### src/rtl/muldiv_sched_if.sv
// Handshake bundle between the E stage and the multiply/divide sequencer.
interface muldiv_sched_if;
  logic        start;
  logic [1:0]  op;
  logic [31:0] srca;
  logic [31:0] srcb;
  logic        cancel;
  logic        stall_req;
  logic        result_valid;
  logic [31:0] hi;
  logic [31:0] lo;

  modport master (output start, op, srca, srcb, cancel,
                  input  stall_req, result_valid, hi, lo);
  modport slave  (input  start, op, srca, srcb, cancel,
                  output stall_req, result_valid, hi, lo);
endinterface

### src/rtl/muldiv_sched.sv
// Multi-cycle MULT/MULTU/DIV/DIVU sequencer: registered multiplier plus a
// radix-2 restoring divider; holds the pipeline through stall_req.
module muldiv_sched #(
  parameter int MUL_LAT  = 2,
  parameter int DIV_ITER = 32
) (
  input logic clk,
  input logic rst,
  muldiv_sched_if.slave bus
);
  localparam int CW = $clog2((DIV_ITER > MUL_LAT ? DIV_ITER : MUL_LAT) + 1) + 1;

  typedef enum logic [1:0] {IDLE, MUL, DIV, DONE} state_t;

  state_t        state;
  logic [CW-1:0] cnt;
  logic          opSigned;
  logic [31:0]   aReg, bReg;
  logic [63:0]   prodReg;
  logic [32:0]   remReg;
  logic [31:0]   quoReg;
  logic [31:0]   hiReg, loReg;
  logic          rvReg;

  logic        aNeg, bNeg;
  logic [31:0] dvsr;
  logic [63:0] aExt, bExt, prodComb;
  logic [32:0] trial, sub, nextRem;
  logic        qBit;
  logic [31:0] nextQuo, quoFix, remFix;
  logic [31:0] capMag;

  assign aNeg = opSigned & aReg[31];
  assign bNeg = opSigned & bReg[31];
  assign dvsr = bNeg ? -bReg : bReg;

  // Low 64 bits of the product of sign/zero-extended operands is the exact
  // 64-bit product for both signed and unsigned forms.
  assign aExt     = opSigned ? {{32{aReg[31]}}, aReg} : {32'b0, aReg};
  assign bExt     = opSigned ? {{32{bReg[31]}}, bReg} : {32'b0, bReg};
  assign prodComb = aExt * bExt;

  // quoReg starts as the dividend magnitude and quotient bits shift in behind it.
  assign trial   = {remReg[31:0], quoReg[31]};
  assign sub     = trial - {1'b0, dvsr};
  assign qBit    = ~sub[32];
  assign nextRem = qBit ? sub : trial;
  assign nextQuo = {quoReg[30:0], qBit};
  assign quoFix  = (aNeg ^ bNeg) ? -nextQuo : nextQuo;
  assign remFix  = aNeg ? -nextRem[31:0] : nextRem[31:0];

  assign capMag = (~bus.op[0] & bus.srca[31]) ? -bus.srca : bus.srca;

  assign bus.stall_req    = ~bus.cancel &
                            ((state == IDLE && bus.start) || state == MUL || state == DIV);
  assign bus.result_valid = rvReg;
  assign bus.hi           = hiReg;
  assign bus.lo           = loReg;

  always_ff @(posedge clk or negedge rst) begin
    if (!rst) begin
      state    <= IDLE;
      cnt      <= '0;
      opSigned <= 1'b0;
      aReg     <= '0;
      bReg     <= '0;
      prodReg  <= '0;
      remReg   <= '0;
      quoReg   <= '0;
      hiReg    <= '0;
      loReg    <= '0;
      rvReg    <= 1'b0;
    end else begin
      rvReg <= 1'b0;
      if (bus.cancel) begin
        state <= IDLE;
        cnt   <= '0;
      end else begin
        case (state)
          IDLE: if (bus.start) begin
            opSigned <= ~bus.op[0];
            aReg     <= bus.srca;
            bReg     <= bus.srcb;
            remReg   <= '0;
            quoReg   <= capMag;
            cnt      <= '0;
            state    <= bus.op[1] ? DIV : MUL;
          end
          MUL: begin
            if (cnt == '0) prodReg <= prodComb;
            if (cnt == CW'(MUL_LAT - 1)) begin
              {hiReg, loReg} <= (cnt == '0) ? prodComb : prodReg;
              rvReg <= 1'b1;
              state <= DONE;
            end else begin
              cnt <= cnt + 1'b1;
            end
          end
          DIV: begin
            remReg <= nextRem;
            quoReg <= nextQuo;
            if (cnt == CW'(DIV_ITER - 1)) begin
              // Zero divisor returns all-ones quotient and raw dividend, unfixed.
              if (bReg == '0) begin
                hiReg <= aReg;
                loReg <= '1;
              end else begin
                hiReg <= remFix;
                loReg <= quoFix;
              end
              rvReg <= 1'b1;
              state <= DONE;
            end else begin
              cnt <= cnt + 1'b1;
            end
          end
          DONE: begin
            cnt   <= '0;
            state <= IDLE;
          end
          default: state <= IDLE;
        endcase
      end
    end
  end
endmodule
### src/flat_wrapper.sv
// flat-port wrapper written by rule: the top's interface ports become plain ports
module muldiv_sched_flat 
#(
  parameter int MUL_LAT  = 2,
  parameter int DIV_ITER = 32
)
  (clk, rst, bus_start, bus_op, bus_srca, bus_srcb, bus_cancel, bus_stall_req, bus_result_valid, bus_hi, bus_lo);
  muldiv_sched_if bus_i ();
  input logic clk;
  input logic rst;
  input wire logic [$bits(bus_i.start)-1:0] bus_start;
  input wire logic [$bits(bus_i.op)-1:0] bus_op;
  input wire logic [$bits(bus_i.srca)-1:0] bus_srca;
  input wire logic [$bits(bus_i.srcb)-1:0] bus_srcb;
  input wire logic [$bits(bus_i.cancel)-1:0] bus_cancel;
  output wire logic [$bits(bus_i.stall_req)-1:0] bus_stall_req;
  output wire logic [$bits(bus_i.result_valid)-1:0] bus_result_valid;
  output wire logic [$bits(bus_i.hi)-1:0] bus_hi;
  output wire logic [$bits(bus_i.lo)-1:0] bus_lo;
  assign bus_i.start = bus_start;
  assign bus_i.op = bus_op;
  assign bus_i.srca = bus_srca;
  assign bus_i.srcb = bus_srcb;
  assign bus_i.cancel = bus_cancel;
  assign bus_stall_req = bus_i.stall_req;
  assign bus_result_valid = bus_i.result_valid;
  assign bus_hi = bus_i.hi;
  assign bus_lo = bus_i.lo;
  muldiv_sched #(.MUL_LAT(MUL_LAT), .DIV_ITER(DIV_ITER)) u_core (.clk(clk), .rst(rst), .bus(bus_i));
endmodule
### config.mk
export PLATFORM = sky130hd
export DESIGN_NAME = muldiv_sched_flat
export DESIGN_NICKNAME = d
export VERILOG_FILES = /design/src/rtl/muldiv_sched_if.sv /design/src/rtl/muldiv_sched.sv /design/src/flat_wrapper.sv
export SDC_FILE = /design/constraint.sdc
export NUM_CORES = 2
export LEC_CHECK = 0
export ABC_CLOCK_PERIOD_IN_PS = 11470
export BUFFER_PORTS_ARGS = -buffer_cell sky130_fd_sc_hd__buf_4
export CAP_MARGIN = 40
export CORE_MARGIN = 1.5
export CORE_UTILIZATION = 56
export CTS_BUF_LIST = sky130_fd_sc_hd__clkbuf_4
export DETAILED_ROUTE_END_ITERATION = 8
export GPL_TIMING_DRIVEN = 0
export PLACE_DENSITY = 0.74
export SLEW_MARGIN = 30
export SYNTH_ARGS = -nofsm -noshare
export SYNTH_HDL_FRONTEND = slang
export SYNTH_SLANG_ARGS = --single-unit
### constraint.sdc
create_clock -name clk -period 11.47 [get_ports clk]
set_clock_uncertainty 0.2 [all_clocks]
set_input_delay 0.5735 -clock clk [delete_from_list [all_inputs] [get_ports clk]]
set_output_delay 0.5735 -clock clk [all_outputs]
set_load 0.01 [all_outputs]
# Word level (Yosys, flattened, before mapping)
# Cells that the tools add are included.
dict set report totals {
  ff_bits 267
  inputBits 70
  out_inout_bits 66
  word_cells 88
}
dict set report classes {
  addsub 6
  multipliers 1
  eq_ne 13
  mux 35
  bitwise_logic 8
  n_reduce_logical 14
}
# op n
set ops {}
lappend ops {{$mux W32} 13}
lappend ops {{$pmux W32 S2} 4}
lappend ops {{$mux W64} 3}
lappend ops {{$neg A32 Y32} 4}
lappend ops {{$mul A64 B64 Y64} 1}
lappend ops {{$sub A33 B32 Y33} 1}
lappend ops {{$logic_not A32 Y1} 1}
lappend ops {{$mux W7} 4}
lappend ops {{$pmux W7 S4} 1}
lappend ops {{$ne A3 B3 Y1 const B} 5}
lappend ops {{$reduce_and A3 Y1} 4}
lappend ops {{$mux W2} 5}
lappend ops {{$pmux W2 S4} 1}
lappend ops {{$add A7 B1 Y7 const B} 1}
lappend ops {{$eq A7 B1 Y1 const B} 1}
lappend ops {{$eq A7 B5 Y1 const B} 1}
lappend ops {{$logic_not A7 Y1} 1}
lappend ops {{$ne A2 B2 Y1 const B} 3}
lappend ops {{$and A1 B1 Y1} 4}
lappend ops {{$eq A2 B2 Y1 const B} 2}
lappend ops {{$reduce_and A4 Y1} 1}
lappend ops {{$reduce_bool A2 Y1} 2}
lappend ops {{$mux W1} 3}
lappend ops {{$not A1 Y1} 3}
lappend ops {{other kinds (7)} 8}

# Depth between registers and ports, before layout
dict set report logic_depth {
  depth_word 9
  depth_mapped 38
  ltp_nobuf 35
}

# Worst setup path before layout
# No wires, ideal clock.
dict set report synth_path {
  kind {register to register}
  startpoint {register u_core.aReg[31]}
  endpoint {register u_core.prodReg[60]}
  setup_ps 125
  arrival_time_ps 9812
  required_ps 11145
  slack_ps 1333
  path_stages_with_launch 34
  n_path_buf 5
  period_less_slack_ps 10137
  cell_sequence {dfrtp_1 -> clkbuf_1 -> and2_1 -> clkbuf_1 -> clkbuf_1 -> clkbuf_1 -> nand2_1 -> fa_1 -> inv_1 -> fa_1 -> fa_1 -> inv_1 -> fa_1 -> inv_1 -> fa_1 -> fa_1 -> fa_1 -> fa_1 -> fa_1 -> inv_1 -> fa_1 -> inv_1 -> ha_1 -> clkbuf_1 -> a21o_1 -> a21o_1 -> a21oi_1 -> o21a_1 -> o21ai_0 -> or3_1 -> o211a_1 -> a221oi_1 -> xnor2_1 -> mux2_2}
}
dict set report synth_between {
  elab_chain_cells 3
}
# element line
set synth_rtl {}
lappend synth_rtl {{start: declaration} muldiv_sched.sv:18} ;# logic [31:0] aReg, bReg;
lappend synth_rtl {{start signal: assignment} muldiv_sched.sv:82} ;# aReg <= bus.srca;
lappend synth_rtl {{$mux W64} muldiv_sched.sv:39} ;# assign aExt = opSigned ? {{32{aReg[31]}}, aReg} : {32'b0, aReg};
lappend synth_rtl {{$mul A64 B64 Y64} muldiv_sched.sv:41} ;# assign prodComb = aExt * bExt;
lappend synth_rtl {{$mux W64} muldiv_sched.sv:90} ;# if (cnt == '0) prodReg <= prodComb;
lappend synth_rtl {{end signal: assignment} muldiv_sched.sv:90}
lappend synth_rtl {{end: declaration} muldiv_sched.sv:19} ;# logic [63:0] prodReg;
# Every way passes these cells.
# A chain may end at the register's enable or synchronous reset.

# Final worst setup path
dict set report layout_path {
  startpoint {register u_core.opSigned}
  endpoint {register u_core.hiReg[24] (netlist: u_core.bus.hi[24])}
}
dict set report layout_between {
  elab_chain_cells 9
  elab_cells_between_ends 15
  cone_classes {2 x add/sub; 1 x mul; 10 x mux; 2 x bitwise}
}
# element line
set layout_rtl {}
lappend layout_rtl {{start: declaration} muldiv_sched.sv:17} ;# logic opSigned;
lappend layout_rtl {{start signal: assignment} muldiv_sched.sv:81} ;# opSigned <= ~bus.op[0];
lappend layout_rtl {{branches (longest 8 deep; another with $mul A64 B64 Y64)} --}
lappend layout_rtl {{$pmux W32 S2 *} muldiv_sched.sv:79} ;# case (state)
lappend layout_rtl {{end signal: assignment} muldiv_sched.sv:92} ;# {hiReg, loReg} <= (cnt == '0) ? prodComb : prodReg;
lappend layout_rtl {{end signal: assignment} muldiv_sched.sv:105} ;# hiReg <= aReg;
lappend layout_rtl {{end signal: assignment} muldiv_sched.sv:108} ;# hiReg <= remFix;
lappend layout_rtl {{end: declaration} muldiv_sched.sv:22} ;# logic [31:0] hiReg, loReg;
# Mark *: on every way between the ends. The select of a mux whose other input is x is not followed.

==> impl_results.md <==
* Post-route cell area at a little over 70000 µm²
* Fin util at 0.617
* Crit path max fanout at 10
* Max_cap viols at 0
* Final Cycle Share at 0.990
* Via density at roughly 6.0
* Residual DRC at 15
* Die ar. at between 100000 and 150000 µm²
* Worst Reg-to-Reg Cells at 36
* Failing checks: DRC
* Final setup fails at 0
* Max-slew violation count at 0
* CP required at 11.99 ns
* Area share of the leading cell type in the synthesized netlist at 0.439
* Boundary pin count at 136
* Die X at 343 µm
* Register bit total from synthesis at roughly 270
* Max H-tree Level at 3
* Initial antenna violation count at 39
* Cell row count at around 120
* Syn. warnings at 0
* CTS tree: built
* Area grow syn2layout at 8.92%
* GRT Overall Usage at 0.466
* Post-synthesis mux area share at 0.0199
* Fin. Hold Viols at 0
* Gr ovfl total at 0
* Async S/R FF share, synth at 1.00
* Fillers at approximately 10000
* Worst skew pair latency at 0.84 ns
* Initial Utilization at 0.566
* Critical Path Source Type: flip-flop
* Worst Path Arrival at 11.87 ns
* Register area at around 6700 µm²
* IO buf count at approximately 130
* Cells after Synth at 7100
* Peak Freq at 88.1 MHz
* Largest family of logic cells by synthesized area: adder cells
* CTS buffer count at 67
* Adder-cell share of the synthesized area at 0.507
* Post-Synthesis Cell Area at roughly 65000 µm²
* Clock tree buffer depth at 3
* Slew margin rel. at 0.333
* Most used DFF post-synth: dfrtp_1
* Dpl cell area at a little under 70000 µm²
* Final wirelength at approximately 270000 µm
* Synth Area in XOR/XNOR at 0.0342
* Final net count at between 9000 and 10000
* Synthesized area per cell at 9.13 µm²
* Largest net degree at the start of global routing at 80
* Pre-CTS WS at -1.74 ns
* Critical path endpoint category: flip-flop
* Ratio of cells with drive above 1 in the final layout at 0.0700
* Synth area leaders: fa_1, dfrtp_1, inv_1
* Status: complete, but fails checks
* Yosys cell types at 83
* Clock transition at path regs at roughly 0.08 ns
* Sequential cell area fraction in the yosys report at 0.103
* Min Tclk post-route at 11.35 ns
* CP Class: flip-flop to flip-flop
* Initial drt markers at roughly 6500
* Area leader, netlist: fa_1
* EDFF count, synth at 0
* Root Driver: clkbuf_4
* Worst hold margin at 0.0143 ns
* Slowest stage delay, CP at 0.63 ns
* Worst Max-Slew Pin Slew at between 1 and 1.5 ns
* Core Box Area at 115000 µm²
* Routed Antenna Nets at 0
* GPL Wtd Cong at 1.10
* Hpwl dp at between 200000 and 250000 µm
* Via count at roughly 54000
* CP max stage cell: fa_1
* Most frequent CP cell: fa_1
* Worst Hold Class: input port to asynchronous set/reset pin
* Syn Nets at approximately 9000
* First-pass GRT wire length at roughly 390000 µm
* DR pass1 iterations at 9
* Vias in the first global route at about 56000
* Die height at approximately 340 µm
* Worst Slack Setup Final at approximately 0.12 ns
* Synth Area in Compound Gates at 0.0789
* Num Clock Sinks at 267
* DR WL/cell at 29.6 µm
* Post-synthesis simple-gate area fraction at 0.144
* Multi-input gate area at approximately 51000 µm²
-- cells by family (layout without fill, tap and decap cells) --
group	Yosys count	in the layout
other	0	24
XOR/XNOR	253	253
AND/OR/NAND/NOR	1906	1906
AO/OA/AOI/OAI	826	826
multiplexers	119	119
adder cells (fa/ha/maj)	1773	1773
buffers and inverters	1956	2361
flip-flops	267	267
-- critical path, delay by kind of cell, from the launching register on --
family,cells,cell delay (ns)
AOI/OAI and AO/OA,10,2.11
buffers and inverters,11,2.07
adders and majority gates,11,5.32
and+or+nand+nor,3,0.77
DFF,1,0.56
xor gates and xnor gates,1,0.18
-- cell type report --
type,instances,area share
flip-flops and latches,267,0.0947
well taps,1512,0.0268
clock inverters,20,0.00296
inverters,1557,0.0828
repair buffers,296,0.0392
plain buffers,394,0.0223
clock buffers,94,0.0100
multi-input cells,4877,0.720
diodes,24,0.000851
-- stage by stage --
step                      TNS (ns)  cells
after floorplan                  0   7100
after global placement      -71.80   8746
after detailed placement    -47.06   8814
after CTS                        0   8993
after global routing       -0.0258   9021
final                            0   9041
-- routing by layer --
layer | vias up | GRT usage | share of wire
met2 | 3777 | 0.673 | 0.42
li1 | 22200 | - | -
met1 | 27600 | 0.603 | 0.37
met5 | - | 0.00401 | 0.00052
met4 | 20 | 0.304 | 0.081
met3 | 927 | 0.152 | 0.13
-- cell usage in the layout (no fill, tap or decap), drive strengths merged, types with 17 or more instances in the layout --
master	count
nor2b	17
o211ai	21
a21oi	236
a211oi	26
nand3	42
dfrtp	267
or3	19
nor3	32
xor2	85
mux2i	40
diode	24
o21ai	266
fa	1420
clkbuf	449
inv	1558
ha	350
o31ai	33
a31oi	28
buf	268
dlygate4sd3	67
nand2b	31
nor4	29
mux2	79
and3	42
a21o	70
xnor2	168
o21a	20
nor2	216
nand4	23
nand2	821
and2	590
-- synth_stat cells, types with 25 or more instances --
cell type and n:
a211oi_1 25, a21o_1 70, a21oi_1 236, a31oi_1 27
and2_1 590, and3_1 42, buf_1 36, clkbuf_1 352
dfrtp_1 267, fa_1 1420, ha_1 350, inv_1 1556
mux2_2 79, mux2i_1 40, nand2_1 821, nand2b_1 31
nand3_1 42, nor2_1 216, nor3_1 32, nor4_1 28
o21ai_0 234, o21ai_1 31, o31ai_1 32, xnor2_1 168
xor2_1 85
-- sequential cells by signal (all words and copies together) (netlist names), 7 cells and up --
register,flops
u_core.prodReg,64
u_core.remReg,32
u_core.bReg,32
u_core.bus.hi,32
u_core.bus.lo,32
u_core.cnt,7
u_core.quoReg,32
u_core.aReg,32
-- final timing paths --
check | from | end | slack [ns]
min | rst | u_core.cnt[1] | 0.01
max in group asynchronous | rst | u_core.opSigned | 9.45
min reg2reg | u_core.bus.lo[27] | u_core.bus.lo[27] | 0.28
max reg2reg | u_core.opSigned | u_core.bus.hi[24] | 0.12
max | u_core.opSigned | u_core.bus.hi[24] | 0.12
min in group clk | bus_start | u_core.state[0] | 0.06
-- what timing repair did --
action / 4_1_cts / 5_1_grt
pin swaps: 1 / 1
setup endpoints to repair: 52 / 30
hold buffers: 67 / 0
setup buffers: 1 / 0
gates resized for setup: 10 / 19
endpoints found under the hold margin: 181 / 0
Power is left out: the tool's default activity adds up to more than one toggle a clock period on the data nets, which glitch-free logic cannot reach.
